### src/rtl/sevseg_multi_ctrl.sv
// rtl/sevseg_multi_ctrl.sv - multi-digit seven-segment controller with blink and PWM dimming
module sevseg_multi_ctrl #(
  parameter int NUM_DIGITS    = 6,
  parameter bit ACTIVE_LOW    = 1'b1,
  parameter int BLINK_W       = 26,
  parameter int BLINK_DIV_RST = 25000000
) (
  input  logic                    clk_clk,
  input  logic                    reset_reset,
  input  logic [3:0]              avs_address,
  input  logic                    avs_read,
  input  logic                    avs_write,
  input  logic [31:0]             avs_writedata,
  output logic [31:0]             avs_readdata,
  output logic [7*NUM_DIGITS-1:0] seg_out
);

  localparam logic [BLINK_W-1:0] BLINK_DIV_INIT = BLINK_W'(BLINK_DIV_RST);
  localparam logic [6:0]         SEG_OFF        = ACTIVE_LOW ? 7'h7F : 7'h00;
  localparam logic [3:0]         ADDR_CTRL      = 4'd0;
  localparam logic [3:0]         ADDR_RAW       = 4'd1;
  localparam logic [3:0]         ADDR_BLINK     = 4'd2;
  localparam logic [3:0]         ADDR_DIV       = 4'd3;
  localparam logic [3:0]         PWM_LAST       = 4'd14;

  // Register file
  logic                  ctrl_enable;
  logic                  ctrl_blink_en;
  logic [3:0]            ctrl_bright;
  logic [NUM_DIGITS-1:0] raw_mask;
  logic [NUM_DIGITS-1:0] blink_mask;
  logic [BLINK_W-1:0]    blink_div;
  logic [6:0]            digit_reg [NUM_DIGITS];

  // Timing state
  logic [BLINK_W-1:0]    prescaler;
  logic                  blink_phase;
  logic [3:0]            pwm_cnt;

  // Combinational helpers
  logic                  div_write;
  logic                  pwm_lit;
  logic [31:0]           rd_value;
  logic [6:0]            seg_code;
  logic                  digit_shown;
  logic [6:0]            seg_lit;
  logic [7*NUM_DIGITS-1:0] seg_next;
  logic                  unused_wdata_bits;

  assign div_write         = avs_write && (avs_address == ADDR_DIV);
  assign pwm_lit           = (pwm_cnt < ctrl_bright);
  assign unused_wdata_bits = ^avs_writedata;

  // Active-high segment pattern for a hex nibble, bit order {g,f,e,d,c,b,a}
  function automatic logic [6:0] hex_to_seg(input logic [3:0] v);
    logic [6:0] s;
    case (v)
      4'h0: s = 7'h3F;
      4'h1: s = 7'h06;
      4'h2: s = 7'h5B;
      4'h3: s = 7'h4F;
      4'h4: s = 7'h66;
      4'h5: s = 7'h6D;
      4'h6: s = 7'h7D;
      4'h7: s = 7'h07;
      4'h8: s = 7'h7F;
      4'h9: s = 7'h6F;
      4'hA: s = 7'h77;
      4'hB: s = 7'h7C;
      4'hC: s = 7'h39;
      4'hD: s = 7'h5E;
      4'hE: s = 7'h79;
      default: s = 7'h71;
    endcase
    return s;
  endfunction

  // Bus writes land in the register file at the accepting edge; unmapped addresses fall through
  always_ff @(posedge clk_clk or posedge reset_reset) begin
    if (reset_reset) begin
      ctrl_enable   <= 1'b1;
      ctrl_blink_en <= 1'b0;
      ctrl_bright   <= 4'hF;
      raw_mask      <= '0;
      blink_mask    <= '0;
      blink_div     <= BLINK_DIV_INIT;
      for (int i = 0; i < NUM_DIGITS; i++) begin
        digit_reg[i] <= 7'h00;
      end
    end else if (avs_write) begin
      case (avs_address)
        ADDR_CTRL: begin
          ctrl_enable   <= avs_writedata[0];
          ctrl_blink_en <= avs_writedata[1];
          ctrl_bright   <= avs_writedata[7:4];
        end
        ADDR_RAW:   raw_mask   <= avs_writedata[NUM_DIGITS-1:0];
        ADDR_BLINK: blink_mask <= avs_writedata[NUM_DIGITS-1:0];
        ADDR_DIV:   blink_div  <= avs_writedata[BLINK_W-1:0];
        default: begin
          for (int i = 0; i < NUM_DIGITS; i++) begin
            if (avs_address == 4'(4 + i)) begin
              digit_reg[i] <= avs_writedata[6:0];
            end
          end
        end
      endcase
    end
  end

  // Blink prescaler: a BLINK_DIV write restarts the period and beats a same-cycle expiry
  always_ff @(posedge clk_clk or posedge reset_reset) begin
    if (reset_reset) begin
      prescaler   <= BLINK_DIV_INIT;
      blink_phase <= 1'b0;
    end else if (div_write) begin
      prescaler   <= avs_writedata[BLINK_W-1:0];
      blink_phase <= 1'b0;
    end else if (prescaler == '0) begin
      prescaler   <= blink_div;
      blink_phase <= (blink_div == '0) ? 1'b0 : ~blink_phase;
    end else begin
      prescaler   <= prescaler - BLINK_W'(1);
    end
  end

  // PWM counter runs 0..14 so bright=15 is always lit and bright=0 never is
  always_ff @(posedge clk_clk or posedge reset_reset) begin
    if (reset_reset) begin
      pwm_cnt <= 4'd0;
    end else if (pwm_cnt == PWM_LAST) begin
      pwm_cnt <= 4'd0;
    end else begin
      pwm_cnt <= pwm_cnt + 4'd1;
    end
  end

  // Read mux; unused bits and unmapped words return zero
  always_comb begin
    rd_value = '0;
    case (avs_address)
      ADDR_CTRL:  rd_value = {24'd0, ctrl_bright, 2'b00, ctrl_blink_en, ctrl_enable};
      ADDR_RAW:   rd_value[NUM_DIGITS-1:0] = raw_mask;
      ADDR_BLINK: rd_value[NUM_DIGITS-1:0] = blink_mask;
      ADDR_DIV:   rd_value[BLINK_W-1:0] = blink_div;
      default: begin
        for (int i = 0; i < NUM_DIGITS; i++) begin
          if (avs_address == 4'(4 + i)) begin
            rd_value[6:0] = digit_reg[i];
          end
        end
      end
    endcase
  end

  // Read data is registered from the pre-write register values, so read+write returns the old value
  always_ff @(posedge clk_clk or posedge reset_reset) begin
    if (reset_reset) begin
      avs_readdata <= 32'd0;
    end else if (avs_read) begin
      avs_readdata <= rd_value;
    end
  end

  // Per-digit decode, blanking by enable/PWM/blink, then polarity applied last
  always_comb begin
    seg_next    = '0;
    seg_code    = 7'h00;
    digit_shown = 1'b0;
    seg_lit     = 7'h00;
    for (int i = 0; i < NUM_DIGITS; i++) begin
      seg_code    = raw_mask[i] ? digit_reg[i] : hex_to_seg(digit_reg[i][3:0]);
      digit_shown = ctrl_enable && pwm_lit && !(ctrl_blink_en && blink_mask[i] && blink_phase);
      seg_lit     = digit_shown ? seg_code : 7'h00;
      seg_next[7*i +: 7] = ACTIVE_LOW ? ~seg_lit : seg_lit;
    end
  end

  // Output register; reset forces every segment off without waiting for a clock
  always_ff @(posedge clk_clk or posedge reset_reset) begin
    if (reset_reset) begin
      seg_out <= {NUM_DIGITS{SEG_OFF}};
    end else begin
      seg_out <= seg_next;
    end
  end

endmodule

### config.mk
export PLATFORM = sky130hd
export DESIGN_NAME = sevseg_multi_ctrl
export DESIGN_NICKNAME = d
export VERILOG_FILES = /design/src/rtl/sevseg_multi_ctrl.sv
export SDC_FILE = /design/constraint.sdc
export NUM_CORES = 1
export LEC_CHECK = 0
export CAP_MARGIN = 10
export CORE_MARGIN = 2
export CORE_UTILIZATION = 43
export DETAILED_ROUTE_END_ITERATION = 7
export PLACE_DENSITY = 0.66
export SLEW_MARGIN = 10
export SYNTH_ARGS = -nofsm -noshare
export SYNTH_HDL_FRONTEND = slang
export SYNTH_SLANG_ARGS = --single-unit
export TNS_END_PERCENT = 5
### constraint.sdc
create_clock -name clk_clk -period 5.57 [get_ports clk_clk]
set_input_delay 0.557 -clock clk_clk [delete_from_list [all_inputs] [get_ports clk_clk]]
set_output_delay 0.557 -clock clk_clk [all_outputs]
set_load 0.05 [all_outputs]
# After elaboration in Yosys (flattened, before gate mapping)
# Memories as Yosys holds them, arrays and structs flattened.
# Index checks and enable logic that the tools add are counted.
[word_totals]
regBits = 185
latch_bits = 0
mem_bits_rw = 0
romBits = 672
inputBits = 40
out_inout_bits = 74
n_memories = 6
[classes]
addsub = 2
n_mul = 0
n_div = 0
magnitude_cmp = 1
eq_ne = 10
shift = 0
mux = 27
bitwise_logic = 8
reduce_logical = 42
[mem_list]
columns = ["memory", "depth", "word_bits", "rd", "rd_clocked_by_memory_dff", "write_ports", "line", "rtl"]
rows = [
  ["(no name shown)", 16, 7, 1, 0, 0, "57", "case (v)"],
  ["(no name shown)", 16, 7, 1, 0, 0, "57", ""],
  ["(no name shown)", 16, 7, 1, 0, 0, "57", ""],
  ["(no name shown)", 16, 7, 1, 0, 0, "57", ""],
  ["(no name shown)", 16, 7, 1, 0, 0, "57", ""],
  ["(no name shown)", 16, 7, 1, 0, 0, "57", ""],
]
[op_table]
columns = ["operator", "count"]
rows = [
  ["7-bit 2-to-1 mux", 18],
  ["26-bit logical NOT", 2],
  ["26-bit 2-to-1 mux", 2],
  ["7-bit inverter", 6],
  ["19-bit one-hot mux with 2 select lines", 1],
  ["26-bit by 1-bit subtractor with 26-bit output (second input constant)", 1],
  ["6-bit one-hot mux with 4 select lines", 1],
  ["1-bit logical AND", 20],
  ["3-bit AND reduction", 6],
  ["4-bit by 3-bit == test with 1-bit output (second input constant)", 4],
  ["4-bit == test (second input constant)", 3],
  ["4-bit by 2-bit == test with 1-bit output (second input constant)", 2],
  ["2-bit AND reduction", 4],
  ["1-bit logical NOT", 6],
  ["4-bit by 1-bit adder with 4-bit output (second input constant)", 1],
  ["4-bit by 1-bit == test with 1-bit output (second input constant)", 1],
  ["4-bit logical NOT", 1],
  ["4-bit < comparator", 1],
  ["4-bit 2-to-1 mux", 1],
  ["4-bit OR reduction", 1],
  ["1-bit 2-to-1 mux", 3],
  ["1-bit one-hot mux with 3 select lines", 1],
  ["1-bit inverter", 2],
  ["2-bit nonzero test", 1],
  ["2-bit OR reduction", 1],
]

# Longest topological paths before layout
# Gate-level depths: netlist of the first run.
[logic_depth]
ltp_word = 8
mapped_depth = 10
ltp_nobuf = 7

# Worst setup path before layout of the first run
# Ideal clock, no wire load.
[synth_timing]
kind = "register to register"
start = "reg prescaler[4]"
end = "reg blink_phase"
arrival_ns = 2.311
t_required_ns = 5.492
path_slack_ns = 3.181
path_stages_with_launch = 8
n_path_buf = 2
synth_period_minus_slack_ns = 2.389
path_cell_list = "dfrtp_1 > or3_1 > or3_1 > buf_2 > or4_4 > buf_6 > or3_1 > a21oi_1"
[synth_between]
elab_chain_len = 2
[synth_rtl]
columns = ["element", "line", "rtl"]
rows = [
  ["start: declaration", "36", "logic [BLINK_W-1:0] prescaler;"],
  ["start signal: assignment", "117", "prescaler <= avs_writedata[BLINK_W-1:0];"],
  ["start signal: assignment", "120", "prescaler <= blink_div;"],
  ["start signal: assignment", "123", "prescaler <= prescaler - BLINK_W'(1);"],
  ["26-bit logical NOT", "119", "end else if (prescaler == '0) begin"],
  ["2-bit nonzero test (no source line)", "n/a", ""],
  ["end signal: assignment", "121", "blink_phase <= (blink_div == '0) ? 1'b0 : ~blink_phase;"],
  ["end: declaration", "37", "logic blink_phase;"],
]
# Every way passes these cells.
# A chain may end at the register's enable or synchronous reset.

# Worst setup path after layout of the first run
[layout_timing]
start = "in avs_address[1]"
end = "reg avs_readdata[6]"
[layout_between]
elab_chain_len = 8
word_cells_on_any_way = 18
cone_classes = "eq/ne: 9; mux: 7; reduce/logical: 2"
[layout_rtl]
columns = ["element", "line", "rtl"]
rows = [
  ["start: declaration", "10", "input logic [3:0] avs_address,"],
  ["4-bit by 3-bit == test with 1-bit output", "148", "if (avs_address == 4'(4 + i)) begin"],
  ["7-bit 2-to-1 mux (6 in series)", "148", ""],
  ["1-bit one-hot mux with 3 select lines *", "141", "case (avs_address)"],
  ["end signal: assignment", "161", "avs_readdata <= rd_value;"],
  ["end: declaration", "14", "output logic [31:0] avs_readdata,"],
]
# Every way passes the cells marked *; elsewhere a longest branch is shown, timed or not.

==> reports/results.ini, run 1 <==
[status]
status=finished, final reports clean

[sta]
max_freq_ghz=0.356
setup_viol=0
maxSlewViolCount=0
hold_violations=0
timing.setup.tns_ps=0
final.min_clock_period_ps=2810
fin_crit_sh_pct=50.4
slew-limit-headroom_pct=29.1
worstMarginPinSlew_ps=1060
fin_skew_ps=11.5
grt_setup_unrepaired=no
whs_ps=478

[clocking]
postCtsHoldBufs=0
cts.sinks=185
clk_latency_ps=450
clockRootBuffer=clkbuf_16
htreeDepth=4
clockBufferDepth=2
cts_buffers=17
cts_tree=done
path_clk_slew_ps=80
post_cts_resized=0
post_cts_buffers=0

[power_and_ir_drop]
powerDensity_mw_per_mm2=425
pwr-share-comb_pct=32.0
p_leak_nw=4.78
p_sw_w=0.00192
p_sw_share_pct=39.2
seqPwrFrac_pct=43.0
power.internal_w=0.00297
power_frac_clock_pct=25.0
finalPower_w=0.00489
vdd_ir_drop_max_uv=233

[critical_path]
crit_required_ps=5920
cp_slowest_cell=clkdlybuf4s50_1
crit_chain=clkdlybuf4s50_1 > nor3b_1 > a221oi_1 > a21oi_1 > o211ai_1 > o21ai_0
cp_slowest_stage_delay_ps=960
crit_start=avs_address[1]
critPathMaxFanout=25
critPathKind=primary input to flip-flop
cp-end-kind=flip-flop
arrival_ps=3160
crit-reg2reg-launch=prescaler[4]
cp-start-kind=primary input

[cells_and_area]
synthToLayoutAreaGrowth_pct=18.4
final_cell_mix=nand2_1, o21ai_0, dfrtp_1
postLayoutCellArea_sq_mm=0.0115
antenna_cells=0
regArea_sq_mm=0.00472
fin_nets=1173
layout_commonest_cell=nand2_1
fillCellCount=2056
multi_input_area_sq_mm=0.00457
drive_above_1_share_pct=15.5

[floorplan]
initial_utilization_pct=43.3
die_w_microns=154
io_pins=114
die-area_sq_mm=0.0238
core.rowCount=55
core_sq_mm=0.0224
die_h_microns=154

[place]
routabilityCongestion=0.832
numPortBuffers=101
place_area_sq_mm=0.0109
dp_hpwl_microns=16200

[drt]
dr_total_vias=7692
drc=0
drt_first_pass_iters=5
dr.first_iter.drc_count=588
wl_per_cell_microns=17.2
via_per_inst=5.51
ant_nets=0
wirelength_microns=24000

[flow_run]
maxCapViolCount=0

[logic_synthesis]
postSynthCellCount=1029
synthFlopType=dfrtp_1
synth_edf_count=0
yosys.cell_types.count=57
avgSynthCellArea_sq_um=9.45
synth_area_sq_mm=0.00972
synth_area_leaders=dfrtp_1, dfstp_2, nand2_1, o21ai_0, mux2_2
yosysWarnings=0
ys_async_sr_fraction_pct=100
synth_top_area_share_pct=29.3
yosysTopAreaCell=dfrtp_1
yosysSeqAreaShare_pct=48.5
ys_seq_elements=185

[global_route]
grt_max_degree=100
grt_pass1_wl_microns=39400
grt_pass1_vias=7383
grt_util_all_layers_pct=20.7
antenna_found_initial=0
grt_overflow=0

[hold_path]
hp-class=flip-flop to flip-flop
min_from=blink_div[22]

==> power by group through the flow <==
stage	combinational, W	sequential, W	clock (W)
final	0.00157	0.00210	0.00122
after global routing	0.00172	0.00216	0.00129
after CTS	0.00157	0.00210	0.00125
after detailed placement	0.00156	0.00212	0
after global placement	0.00154	0.00211	0
after floorplan	0.000900	0.00230	0
==> layout make-up <==
class | instances | share of cell area (%)
flip-flops and latches | 185 | 41.0
well taps | 285 | 3.10
repair buffers | 108 | 9.24
clock buffers | 17 | 3.70
inverters | 52 | 1.74
multi-input cells | 735 | 39.7
clock inverters | 15 | 1.55
==> metal layers <==
metal  up-vias  global-route usage [%]  part of all wire (%)
met4         0                    5.47                   1.3
met1      3757                    29.5                    47
met5         -                       0                     0
met2       193                    32.6                    47
met3        22                    4.15                   5.1
li1       3720                       -                     -
==> synth_stat cells, drive strengths merged (8+ instances only) <==
cell type	number
nand2	202
o21ai	116
dfrtp	114
dfstp	71
nor2	54
inv	52
clkbuf	46
mux2	46
a21oi	43
ha	34
mux2i	25
nor4	17
buf	16
a211oi	15
nand3	15
nand2b	14
nor3	14
xnor2	12
nor2b	11
a221oi	8
a311oi	8
==> stage by stage <==
| stage | utilization (%) | std cells | setup WS, ps |
|---|---|---|---|
| floorplan | - | 1034 | 102 |
| global placement | 48.6 | 1365 | 2470 |
| detailed placement | 48.6 | 1365 | 2340 |
| CTS | 51.3 | 1397 | 2790 |
| global route | 51.3 | 1397 | 2580 |
| finish | 51.3 | 1397 | 2760 |
==> worst max-delay path: cells and delay by family <==
family | cells | cell delay [ps]
buffers and inverters | 1 | 960
AND/OR/NAND/NOR | 1 | 930
AO/OA/AOI/OAI | 4 | 690
==> cells by family after synthesis <==
family	after synthesis	share of synthesized area, %
simple gates	352	15.9
other cells	1	0.0386
xor+xnor	16	1.44
buf+inv	114	4.72
fa+ha+maj	34	4.38
flops	185	48.5
compound gates	250	15.7
mux	77	9.29
==> path summary, 6_finish.rpt <==
kind	to	slack, ps	cells after the start
max	avs_readdata[6]	2760	6
max reg2reg	blink_phase	2800	5
min reg2reg	blink_div[22]	480	2
min in group asynchronous	digit_reg[10]	690	2
max in group asynchronous	seg_out[16]	3750	3
min	blink_div[22]	480	2
Note: power is estimated with default switching activity, not from simulation.
==> run 2: changes to the inputs <==
==> constraint.sdc (replaced) <==
create_clock -name clk_clk -period 2.35 [get_ports clk_clk]
set_input_delay 0.235 -clock clk_clk [delete_from_list [all_inputs] [get_ports clk_clk]]
set_output_delay 0.235 -clock clk_clk [all_outputs]
set_load 0.05 [all_outputs]
==> run 2 against run 1 <==
  * Cell count increased by 2.8%
  * Clock skew decreased by 2.0 ps
  * Hold slack got worse by 220 ps
  * Cell area increased by 4.1%
  * Die area unchanged
  * Register-to-register slack got worse by 2800 ps
  * Routed wire length increased by 0.58%
  * Largest power group unchanged
==> reports/results.ini, run 2 (same netlist as run 1, synthesis figures left out) <==
[power_and_ir_drop]
seqPwrFrac_pct=41.6  ; was 43.0%
vdd_ir_drop_max_uv=515  ; was 233 uV
p_sw_w=0.00457  ; was 0.00192 W
power.internal_w=0.00733  ; was 0.00297 W
pwr-share-comb_pct=33.2  ; was 32.0%
power_frac_clock_pct=25.1  ; was 25.0%
powerDensity_mw_per_mm2=993  ; was 425 mW/mm^2
p_sw_share_pct=38.4  ; was 39.2%
p_leak_nw=5.04  ; was 4.78 nW
finalPower_w=0.0119  ; was 0.00489 W

[sta]
fin_crit_sh_pct=97.9
whs_ps=257  ; was 478 ps
slew-limit-headroom_pct=43.4  ; was 29.1%
worstMarginPinSlew_ps=847  ; was 1060 ps
final.min_clock_period_ps=2300
maxSlewViolCount=0  ; unchanged
max_freq_ghz=0.435
hold_violations=0  ; unchanged
grt_setup_unrepaired=yes  ; was no
fin_skew_ps=9.51  ; was 11.5 ps
setup_viol=0  ; unchanged

[cells_and_area]
final_cell_mix=nand2_1, dfrtp_1, o21ai_0  ; was nand2_1, o21ai_0, dfrtp_1
antenna_cells=0  ; unchanged
fin_nets=1212  ; was 1173
drive_above_1_share_pct=18.8  ; was 15.5%
layout_commonest_cell=nand2_1  ; unchanged
multi_input_area_sq_mm=0.00459  ; was 0.00457 sq mm
synthToLayoutAreaGrowth_pct=23.3  ; was 18.4%
regArea_sq_mm=0.00472  ; unchanged
fillCellCount=1996  ; was 2056

[drt]
wl_met3_microns=1310  ; was 1220 microns
drc=0  ; unchanged
routed.top_layer=met4  ; unchanged
dr_total_vias=7888  ; was 7692
dr_wl_met2_microns=11400  ; was 11200 microns
wl_per_cell_microns=16.8  ; was 17.2 microns
met1_length_microns=11100  ; was 11300 microns
via_per_inst=5.49  ; was 5.51
dr.first_iter.drc_count=538  ; was 588
ant_nets=0  ; unchanged
wirelength_microns=24200  ; was 24000 microns
drt_first_pass_iters=5  ; unchanged

[clocking]
cts_buffers=17  ; unchanged
path_clk_slew_ps=80  ; about the same
clockRootBuffer=clkbuf_16  ; unchanged
cts_tree=done  ; unchanged
cts.sinks=185  ; unchanged
clockBufferDepth=2  ; unchanged
postCtsHoldBufs=0  ; unchanged
clk_latency_ps=440  ; was 450 ps
htreeDepth=4  ; unchanged

[global_route]
grt_pass1_vias=7567  ; was 7383
grt_util_all_layers_pct=20.9  ; was 20.7%
antenna_found_initial=0  ; unchanged
grt_pass1_wl_microns=39900  ; was 39400 microns
grt_overflow=0  ; unchanged
grt_max_degree=47  ; was 100

[floorplan]
core.rowCount=55  ; unchanged
die_h_microns=154  ; unchanged
die_w_microns=154  ; unchanged
die-area_sq_mm=0.0238  ; unchanged
io_pins=114  ; unchanged
core_sq_mm=0.0224  ; unchanged
initial_utilization_pct=43.3  ; unchanged

[critical_path]
crit_chain=or4_4 > or3_4 > or4_4 > or3_4 > a21oi_2  ; was clkdlybuf4s50_1 > nor3b_1 > a221oi_1 > a21oi_1 > o211ai_1 > o21ai_0
cp_slowest_cell=or4_4  ; was clkdlybuf4s50_1
cp-end-kind=flip-flop  ; unchanged
crit_start=prescaler[22]  ; was avs_address[1]
critPathKind=flip-flop to flip-flop  ; was primary input to flip-flop
cp_slowest_stage_delay_ps=550  ; was 960 ps
cp-start-kind=flip-flop  ; was primary input
crit_required_ps=2720  ; was 5920 ps
arrival_ps=2670  ; was 3160 ps
critPathMaxFanout=3  ; was 25
crit-reg2reg-launch=prescaler[22]  ; was prescaler[4]

[hold_path]
hp-class=primary input to async pin  ; was flip-flop to flip-flop

[place]
dp_hpwl_microns=17200  ; was 16200 microns
numPortBuffers=101  ; unchanged
routabilityCongestion=0.857  ; was 0.832

[flow_run]
maxCapViolCount=0  ; unchanged

[status]
status=finished, final reports clean  ; unchanged

run 2: changes by cell type in the layout (fill, tap and decap cells not counted), sizes merged:
| cell | change |
|---|---|
| clkinvlp | -1 |
| clkinv | +1 |
| bufinv | +1 |
| buf | +39 |
| inv | -1 |
run 2: path summary, 6_finish.rpt:
check                             endpoint  slack, ps  cells after the start
max                            blink_phase         50                      5
min reg2reg                  blink_div[22]        480                      2
max in group asynchronous      seg_out[22]       1340                      3
min                        avs_readdata[7]        260                      2
max reg2reg                    blink_phase         50                      5
min in group clk_clk         blink_div[14]        310                      3
run 2: area by class of cell:
type | instances | area share, %
sequential | 185 | 39.4
multi-input combinational | 735 | 38.3
timing repair buffer | 147 | 12.4
clock buffer | 17 | 3.55
tap | 285 | 2.98
clock inverter | 15 | 1.73
inverter | 52 | 1.66
run 2: timing repair:
action / in CTS / in global routing
hold endpoints to repair: 0 / 0
gates resized for setup: 2 / 8
cloned: 0 / 0
setup buffers: 0 / 0
setup endpoints to repair: 1 / 17
pin swaps: 0 / 1
run 2: worst max-delay path, delay by kind of cell, from the launching register on:
family           cells  cell delay (ps)
AO/OA/AOI/OAI        1              130
flip-flops           1              390
AND/OR/NAND/NOR      4             1720
run 2: power groups by stage:
stage | Sequential [W] | Clock, W | Combinational, W
after CTS | 0.00494 | 0.00306 | 0.00396
after detailed placement | 0.00499 | 0 | 0.00393
final | 0.00496 | 0.00299 | 0.00395
after global routing | 0.00508 | 0.00319 | 0.00433
after floorplan | 0.00546 | 0 | 0.00213
after global placement | 0.00498 | 0 | 0.00388
run 2: per-layer routing:
metal / global-route usage [%] / up-vias
met5: 0 / -
li1: - / 3794
met3: 4.34 / 30
met1: 28.9 / 3826
met4: 6.08 / 0
met2: 33.5 / 238
run 2: through the flow:
stage / instance area, sq um / cells / util, % / setup WS, ps / TNS [ps]
detailed placement: 11300 / 1404 / 50.5 / 2.46 / 0
CTS: 12000 / 1436 / 53.3 / 25.1 / 0
floorplan: 9750 / 1034 / - / -206 / -23490
global route: 12000 / 1436 / 53.4 / -5.98 / -11.2
global placement: 11300 / 1404 / 50.5 / 55.4 / 0
finish: 12000 / 1436 / 53.4 / 49.9 / 0
